### config.mk
export PLATFORM = sky130hd
export DESIGN_NAME = uart_tx_arb
export DESIGN_NICKNAME = d
export VERILOG_FILES = /design/src/rtl/uart_tx_arb.sv
export SDC_FILE = /design/constraint.sdc
export NUM_CORES = 1
export LEC_CHECK = 0
export CORE_MARGIN = 1.5
export CORE_UTILIZATION = 47
export DETAILED_ROUTE_END_ITERATION = 8
export PLACE_DENSITY = 0.72
export SLEW_MARGIN = 10
export SYNTH_ARGS = -nofsm -noshare
export SYNTH_HDL_FRONTEND = slang
export SYNTH_SLANG_ARGS = --single-unit
### constraint.sdc
create_clock -name clk -period 1.8 [get_ports clk]
set_input_delay 0.45 -clock clk [delete_from_list [all_inputs] [get_ports clk]]
set_output_delay 0.45 -clock clk [all_outputs]
set_load 0.01 [all_outputs]
### src/rtl/uart_tx_arb.sv
// uart_tx_arb: shares one UART transmitter between two FIFO sources using
// round-robin arbitration with a burst limit and a tx_done watchdog.
module uart_tx_arb #(
  parameter int BURST_MAX = 16,
  parameter int TIMEOUT   = 32768
) (
  input  logic       clk,
  input  logic       rst_n,
  input  logic       a_empty,
  input  logic [7:0] a_data,
  output logic       a_rdreq,
  input  logic       b_empty,
  input  logic [7:0] b_data,
  output logic       b_rdreq,
  output logic [7:0] tx_data,
  output logic       tx_start,
  input  logic       tx_done,
  output logic [1:0] grant,
  output logic       err_timeout
);

  typedef enum logic [2:0] {S_IDLE, S_READ, S_LATCH, S_START, S_WAIT} state_t;

  localparam logic [7:0]  BURST_LIM = 8'(BURST_MAX);
  localparam logic [15:0] WD_LAST   = 16'(TIMEOUT - 1);

  state_t      state_reg, state_next;
  logic        last_reg, last_next;        // owner of the latest byte: 0 = A, 1 = B
  logic [7:0]  cnt_reg, cnt_next;
  logic [15:0] wd_reg, wd_next;
  logic        a_rdreq_reg, a_rdreq_next;
  logic        b_rdreq_reg, b_rdreq_next;
  logic        tx_start_reg, tx_start_next;
  logic        err_reg, err_next;
  logic [7:0]  tx_data_reg, tx_data_next;
  logic [1:0]  grant_reg, grant_next;

  logic req_a, req_b, req_last, req_other, keep, sel, go, wd_expired;

  assign req_a      = ~a_empty;
  assign req_b      = ~b_empty;
  assign go         = req_a | req_b;
  assign wd_expired = (wd_reg == WD_LAST);

  // A zero burst count means no owner since reset, so a tie goes to A.
  always_comb begin
    req_last  = last_reg ? req_b : req_a;
    req_other = last_reg ? req_a : req_b;
    keep      = req_last && (cnt_reg != 8'd0) && (!req_other || (cnt_reg < BURST_LIM));
    sel       = last_reg;
    if (keep)
      sel = last_reg;
    else if (req_a && req_b)
      sel = (cnt_reg == 8'd0) ? 1'b0 : ~last_reg;
    else
      sel = ~req_a;
  end

  always_ff @(posedge clk or negedge rst_n) begin
    if (!rst_n) begin
      state_reg    <= S_IDLE;
      last_reg     <= 1'b1;
      cnt_reg      <= 8'd0;
      wd_reg       <= 16'd0;
      a_rdreq_reg  <= 1'b0;
      b_rdreq_reg  <= 1'b0;
      tx_start_reg <= 1'b0;
      err_reg      <= 1'b0;
      tx_data_reg  <= 8'h00;
      grant_reg    <= 2'b00;
    end else begin
      state_reg    <= state_next;
      last_reg     <= last_next;
      cnt_reg      <= cnt_next;
      wd_reg       <= wd_next;
      a_rdreq_reg  <= a_rdreq_next;
      b_rdreq_reg  <= b_rdreq_next;
      tx_start_reg <= tx_start_next;
      err_reg      <= err_next;
      tx_data_reg  <= tx_data_next;
      grant_reg    <= grant_next;
    end
  end

  always_comb begin
    state_next = state_reg;
    case (state_reg)
      S_IDLE:  if (go) state_next = S_READ;
      S_READ:  state_next = S_LATCH;
      S_LATCH: state_next = S_START;
      S_START: state_next = S_WAIT;
      S_WAIT:  if (tx_done || wd_expired) state_next = S_IDLE;
      default: state_next = S_IDLE;
    endcase
  end

  // Output values are computed one cycle ahead so every output leaves a flop.
  always_comb begin
    a_rdreq_next  = 1'b0;
    b_rdreq_next  = 1'b0;
    tx_start_next = 1'b0;
    tx_data_next  = tx_data_reg;
    grant_next    = grant_reg;
    err_next      = err_reg;
    last_next     = last_reg;
    cnt_next      = cnt_reg;
    wd_next       = wd_reg;
    case (state_reg)
      S_IDLE: begin
        if (go) begin
          a_rdreq_next = ~sel;
          b_rdreq_next = sel;
          grant_next   = sel ? 2'b10 : 2'b01;
          last_next    = sel;
          if ((sel == last_reg) && (cnt_reg != 8'd0))
            cnt_next = (cnt_reg >= BURST_LIM) ? cnt_reg : cnt_reg + 8'd1;
          else
            cnt_next = 8'd1;
        end
      end
      S_LATCH: begin
        tx_data_next  = last_reg ? b_data : a_data;
        tx_start_next = 1'b1;
      end
      S_START: wd_next = 16'd0;
      S_WAIT: begin
        wd_next = wd_reg + 16'd1;
        if (!tx_done && wd_expired) err_next = 1'b1;
        if (tx_done || wd_expired) grant_next = 2'b00;
      end
      default: ;
    endcase
  end

  assign a_rdreq     = a_rdreq_reg;
  assign b_rdreq     = b_rdreq_reg;
  assign tx_start    = tx_start_reg;
  assign tx_data     = tx_data_reg;
  assign grant       = grant_reg;
  assign err_timeout = err_reg;

endmodule

After elaboration in Yosys (flattened, before gate mapping)

Cells that the tools add are included.

Flip-flop bits (word level): 42
Input bits: 21
Word-level logic and storage cells: 68

$add $sub $neg: 2
$lt $le $gt $ge: 2
Equality and inequality tests: 9
Muxes and demuxes: 21
Bitwise operators: 5
Reduce and logical (&&, ||, !) cells: 19

Operator list:

| operator              | count |
|---|---|
| $pmux 16 s2           | 1 |
| $mux 8                | 3 |
| $add 16x1->16 const B | 1 |
| $eq 16x15->1 const B  | 1 |
| $pmux 3 s5            | 1 |
| $mux 1                | 10 |
| $add 8x1->8 const B   | 1 |
| $ge 8x5->1 const B    | 1 |
| $logic_not 8->1       | 1 |
| $lt 8x5->1 const B    | 1 |
| $reduce_bool 8->1     | 1 |
| $eq 3x2->1 const B    | 2 |
| $mux 2                | 3 |
| $mux 3                | 2 |
| $ne 2x2->1 const B    | 3 |
| $reduce_and 2->1      | 3 |
| $reduce_and 3->1      | 2 |
| $logic_and 1x1->1     | 5 |
| $not 1->1             | 4 |
| $pmux 2 s2            | 1 |
| $reduce_bool 2->1     | 2 |
| $eq 3x1->1 const B    | 1 |
| $eq 3x3->1 const B    | 1 |
| $logic_not 3->1       | 1 |
| other kinds (4)       | 6 |

Logic depth before layout (Yosys ltp)

Depth in word-level cells: 10
Mapped depth: 7

Least setup slack after synthesis

No wires, ideal clock.

Path type: register to register
Start point: register cnt_reg[5]
End point: register cnt_reg[3]
Library setup time: 127 ps
Data arrival time: 1765 ps
Required time: 1673 ps
Slack: -92 ps
Stages on the path, launching flop included: 4
Path buffers: 0
Period minus slack after synthesis: 1892 ps
Cells stage by stage: dfrtp_1 or4_4 a311o_2 a221o_2

Longest elaborated chain between the ends: 8
Elaborated cells between the ends (all ways): 15
Those cells by class: 2 x order compare; 2 x eq/ne; 4 x mux; 7 x reduce/logical

RTL lines:

| item                                        | RTL line | source |
|---|---|---|
| start: declaration                          | 29       | `logic [7:0] cnt_reg, cnt_next;` |
| start signal: assignment                    | 74       | `cnt_reg <= cnt_next;` |
| $lt 8x5->1 (tied with other cells)          | 49       | `keep = req_last && (cnt_reg != 8'd0) && (!req_other \|\| (cnt_reg < BURST_LIM));` |
| $logic_or 1x1->1 (tied with other cells)    | 49       |  |
| $logic_and 1x1->1 or $mux 1 (tied branches) | 49, 53   |  |
| $mux 1                                      | 51       | `if (keep)` |
| $eq 1x1->1                                  | 115      | `if ((sel == last_reg) && (cnt_reg != 8'd0))` |
| $logic_and 1x1->1                           | 115      |  |
| $ne 2x2->1 (no line)                        | n/a      |  |
| $reduce_and 3->1 (no line)                  | n/a      |  |

Several ways; a longest one is shown, not always the timed one.
A chain may end at the register's enable or synchronous reset.

Worst setup path after layout

Start point: register cnt_reg[4]
End point: register cnt_reg[3]

The elaborated chain is that of the path after synthesis.

==> results.sh <==
export IMPL_slew_headroom_pct=76.0
export IMPL_rrSetupSlack_ns=-0.09
export IMPL_die_w_um=68.9
export IMPL_first_global_vias=1612
export IMPL_synth_edf_count=0
export IMPL_hp_class="primary input to asynchronous set/reset pin"
export IMPL_yosysSeqAreaShare_pct=51.6
export IMPL_arrival_ns=2.06
export IMPL_mostFrequentLayoutCell="dfrtp_1"
export IMPL_ys_flop_type="dfrtp_1"
export IMPL_maxCapViolations=0
export IMPL_cts_sinks=42
export IMPL_htreeDepth=2
export IMPL_use_met2_pct=32.2
export IMPL_required_ns=1.97
export IMPL_layout_common_cells="dfrtp_1, clkdlybuf4s50_1, buf_4"
export IMPL_r2r_cells=3
export IMPL_core_area_um2=4090
export IMPL_nNetsFinal=286
export IMPL_largest_reg_flops=16
export IMPL_die_h_um=68.9
export IMPL_synth_warnings=0
export IMPL_path_max_fanout=7
export IMPL_clockBufferDepth=2
export IMPL_violations="negative setup slack"
export IMPL_synth_area_leaders="dfrtp_1, mux2i_1, nand2_1"
export IMPL_avgSynthCellArea_um2=9.95
export IMPL_wl_mm=4.08
export IMPL_critPathKind="register to register"
export IMPL_path_clk_slew_ns=0.08
export IMPL_synthCells=205
export IMPL_via_per_inst=5.42
export IMPL_cp_start_kind="register"
export IMPL_powerDensity_nw_per_um2=1320
export IMPL_place_congestion=0.792
export IMPL_grt_first_pass_wirelength_mm=7.00
export IMPL_place_port_buffers=34
export IMPL_antenna_found_initial=0
export IMPL_synth_cell_types=42
export IMPL_hold_viol=0
export IMPL_diodes=0
export IMPL_root_buffer="clkbuf_8"
export IMPL_std_cell_rows=23
export IMPL_io_pins=35
export IMPL_regToRegEndpoint="cnt_reg[3]"
export IMPL_p_leak_nw=1.27
export IMPL_final_layout_size_suffix_gt1_share_pct=17.9
export IMPL_globalRouteMet3Util_pct=5.36
export IMPL_cp_end_kind="register"
export IMPL_overflow=0
export IMPL_syn_cell_area_um2=2040
export IMPL_whs_ns=0.118
export IMPL_dieArea_um2=4740
export IMPL_drc=0
export IMPL_post_layout_nonfiller_instances=313
export IMPL_status="complete, but fails checks"
export IMPL_max_freq_mhz=529
export IMPL_insertion_delay_ns=0.29
export IMPL_cts_buffers_inserted=5
export IMPL_worst_pin_slew_ns=0.356
export IMPL_synthToLayoutAreaGrowth_pct=33.5
export IMPL_wire_per_inst_um=13.0
export IMPL_finalCritPeriodShare_pct=105
export IMPL_fin_skew_ns=0.00552
export IMPL_dp_hpwl_mm=3.12
export IMPL_ctsHoldBuffers=0
export IMPL_grt_max_degree=43
export IMPL_drtIter0Drc=100
export IMPL_r2r_start="cnt_reg[4]"
export IMPL_finalWorstPathRequiredPeriod_ns=1.89
export IMPL_start_util_pct=49.9
export IMPL_grt_use_met1_pct=25.9
export IMPL_setup_viol=8
export IMPL_first_pass_iters=4
export IMPL_ys_seq_elements=42
export IMPL_vias=1695
export IMPL_placed_cells=305
export IMPL_pre_cts_ws_ns=-0.253
export IMPL_irDropWorstVdd_mv=0.910
export IMPL_rsz0062_at_grt="true"
export IMPL_cts_tree="yes"
export IMPL_slew_violations=0
export IMPL_yosysTopAreaCell="dfrtp_1"
export IMPL_setup_slack_ns=-0.0911
export IMPL_synthArstFlopShare_pct=100
export IMPL_busiest_layer="met2"
export IMPL_synth_top_cell_area_share_pct=50.3
export IMPL_ant_nets=0
export IMPL_postCtsSetupRepairBufs=0
export IMPL_syn_nets=229
export IMPL_grtUsageTotal_pct=19.8
per-layer routing:
layer,part of all wire [%],wire length (µm)
met1,46,1900
met3,4.1,168
met4,0.61,25
met2,49,1990
met5,0,0
how the worst max path moves through the flow:
stage / startpoint / endpoint / slack, ns / cells past startpoint
after CTS: cnt_reg[4] / cnt_reg[3] / -0.08 / 3
after global routing: cnt_reg[4] / cnt_reg[3] / -0.12 / 3
after detailed placement: a_empty / cnt_reg[3] / -0.25 / 4
after global placement: a_empty / cnt_reg[3] / -0.22 / 4
final: cnt_reg[4] / cnt_reg[3] / -0.09 / 3
after floorplan: cnt_reg[4] / cnt_reg[3] / -0.03 / 3
metrics by stage:
step | util (%) | setup TNS (ns) | instance area, µm² | power (W)
floorplan | - | -0.0275 | 2040 | 0.00221
global placement | 63.7 | -1.39 | 2600 | 0.00286
detailed placement | 63.7 | -1.67 | 2600 | 0.00290
CTS | 66.4 | -0.329 | 2710 | 0.00363
global route | 66.6 | -0.857 | 2720 | 0.00384
finish | 66.6 | -0.459 | 2720 | 0.00359
power breakdown:
group / total, W / switching, W / internal (W)
combinational: 0.00150 / 0.000702 / 0.000798
clock: 0.000717 / 0.000309 / 0.000408
sequential: 0.00137 / 0.000180 / 0.00119
total: 0.00359 / 0.00119 / 0.00240
final cells by class:
type | count | area, µm²
Inverter | 4 | 15.0
Timing Repair Buffer | 60 | 543
Fill cell | 346 | 1360
Sequential cell | 42 | 1050
Multi-Input combinational cell | 149 | 941
Clock inverter | 3 | 40.0
Clock buffer | 5 | 68.8
Tap cell | 50 | 62.6
timing repair:
item / 4_1_cts / 5_1_grt
setup endpoints to repair: 8 / 11
endpoints found under the hold margin: 0 / 0
resized for setup: 0 / 3
critical path, cell delays in order (launching register included):
cell and delay, ns:
dfrtp_1 0.40, or4_4 0.55, a311o_2 0.46, a221o_2 0.37
logic make-up (layout without fill, tap and decap cells):
group | after synthesis | in the layout | synth area share [%]
AOI/OAI and AO/OA | 48 | 48 | 15.5
xor gates and xnor gates | 1 | 1 | 0.430
adders and majority gates | 3 | 3 | 1.84
buffers and inverters | 14 | 72 | 3.01
DFF | 42 | 42 | 51.6
muxes | 16 | 16 | 7.85
and+or+nand+nor | 81 | 81 | 19.8
synth_stat cells, types with 2 or more instances:
| master | count |
|---|---|
| nand2_1 | 21 |
| nor2_1 | 21 |
| nor3b_1 | 5 |
| o31ai_1 | 3 |
| ha_1 | 3 |
| nor3_1 | 7 |
| nor4_1 | 2 |
| inv_1 | 4 |
| and2_1 | 2 |
| a21o_1 | 5 |
| nand4_1 | 6 |
| o21a_1 | 3 |
| dfrtp_1 | 41 |
| a31oi_1 | 3 |
| a21oi_1 | 14 |
| clkbuf_1 | 7 |
| a22o_1 | 2 |
| nand2b_1 | 2 |
| mux2i_1 | 16 |
| o21ai_0 | 10 |
| nand3_1 | 6 |
| a22o_2 | 2 |
(Power assumes the default switching activity.)
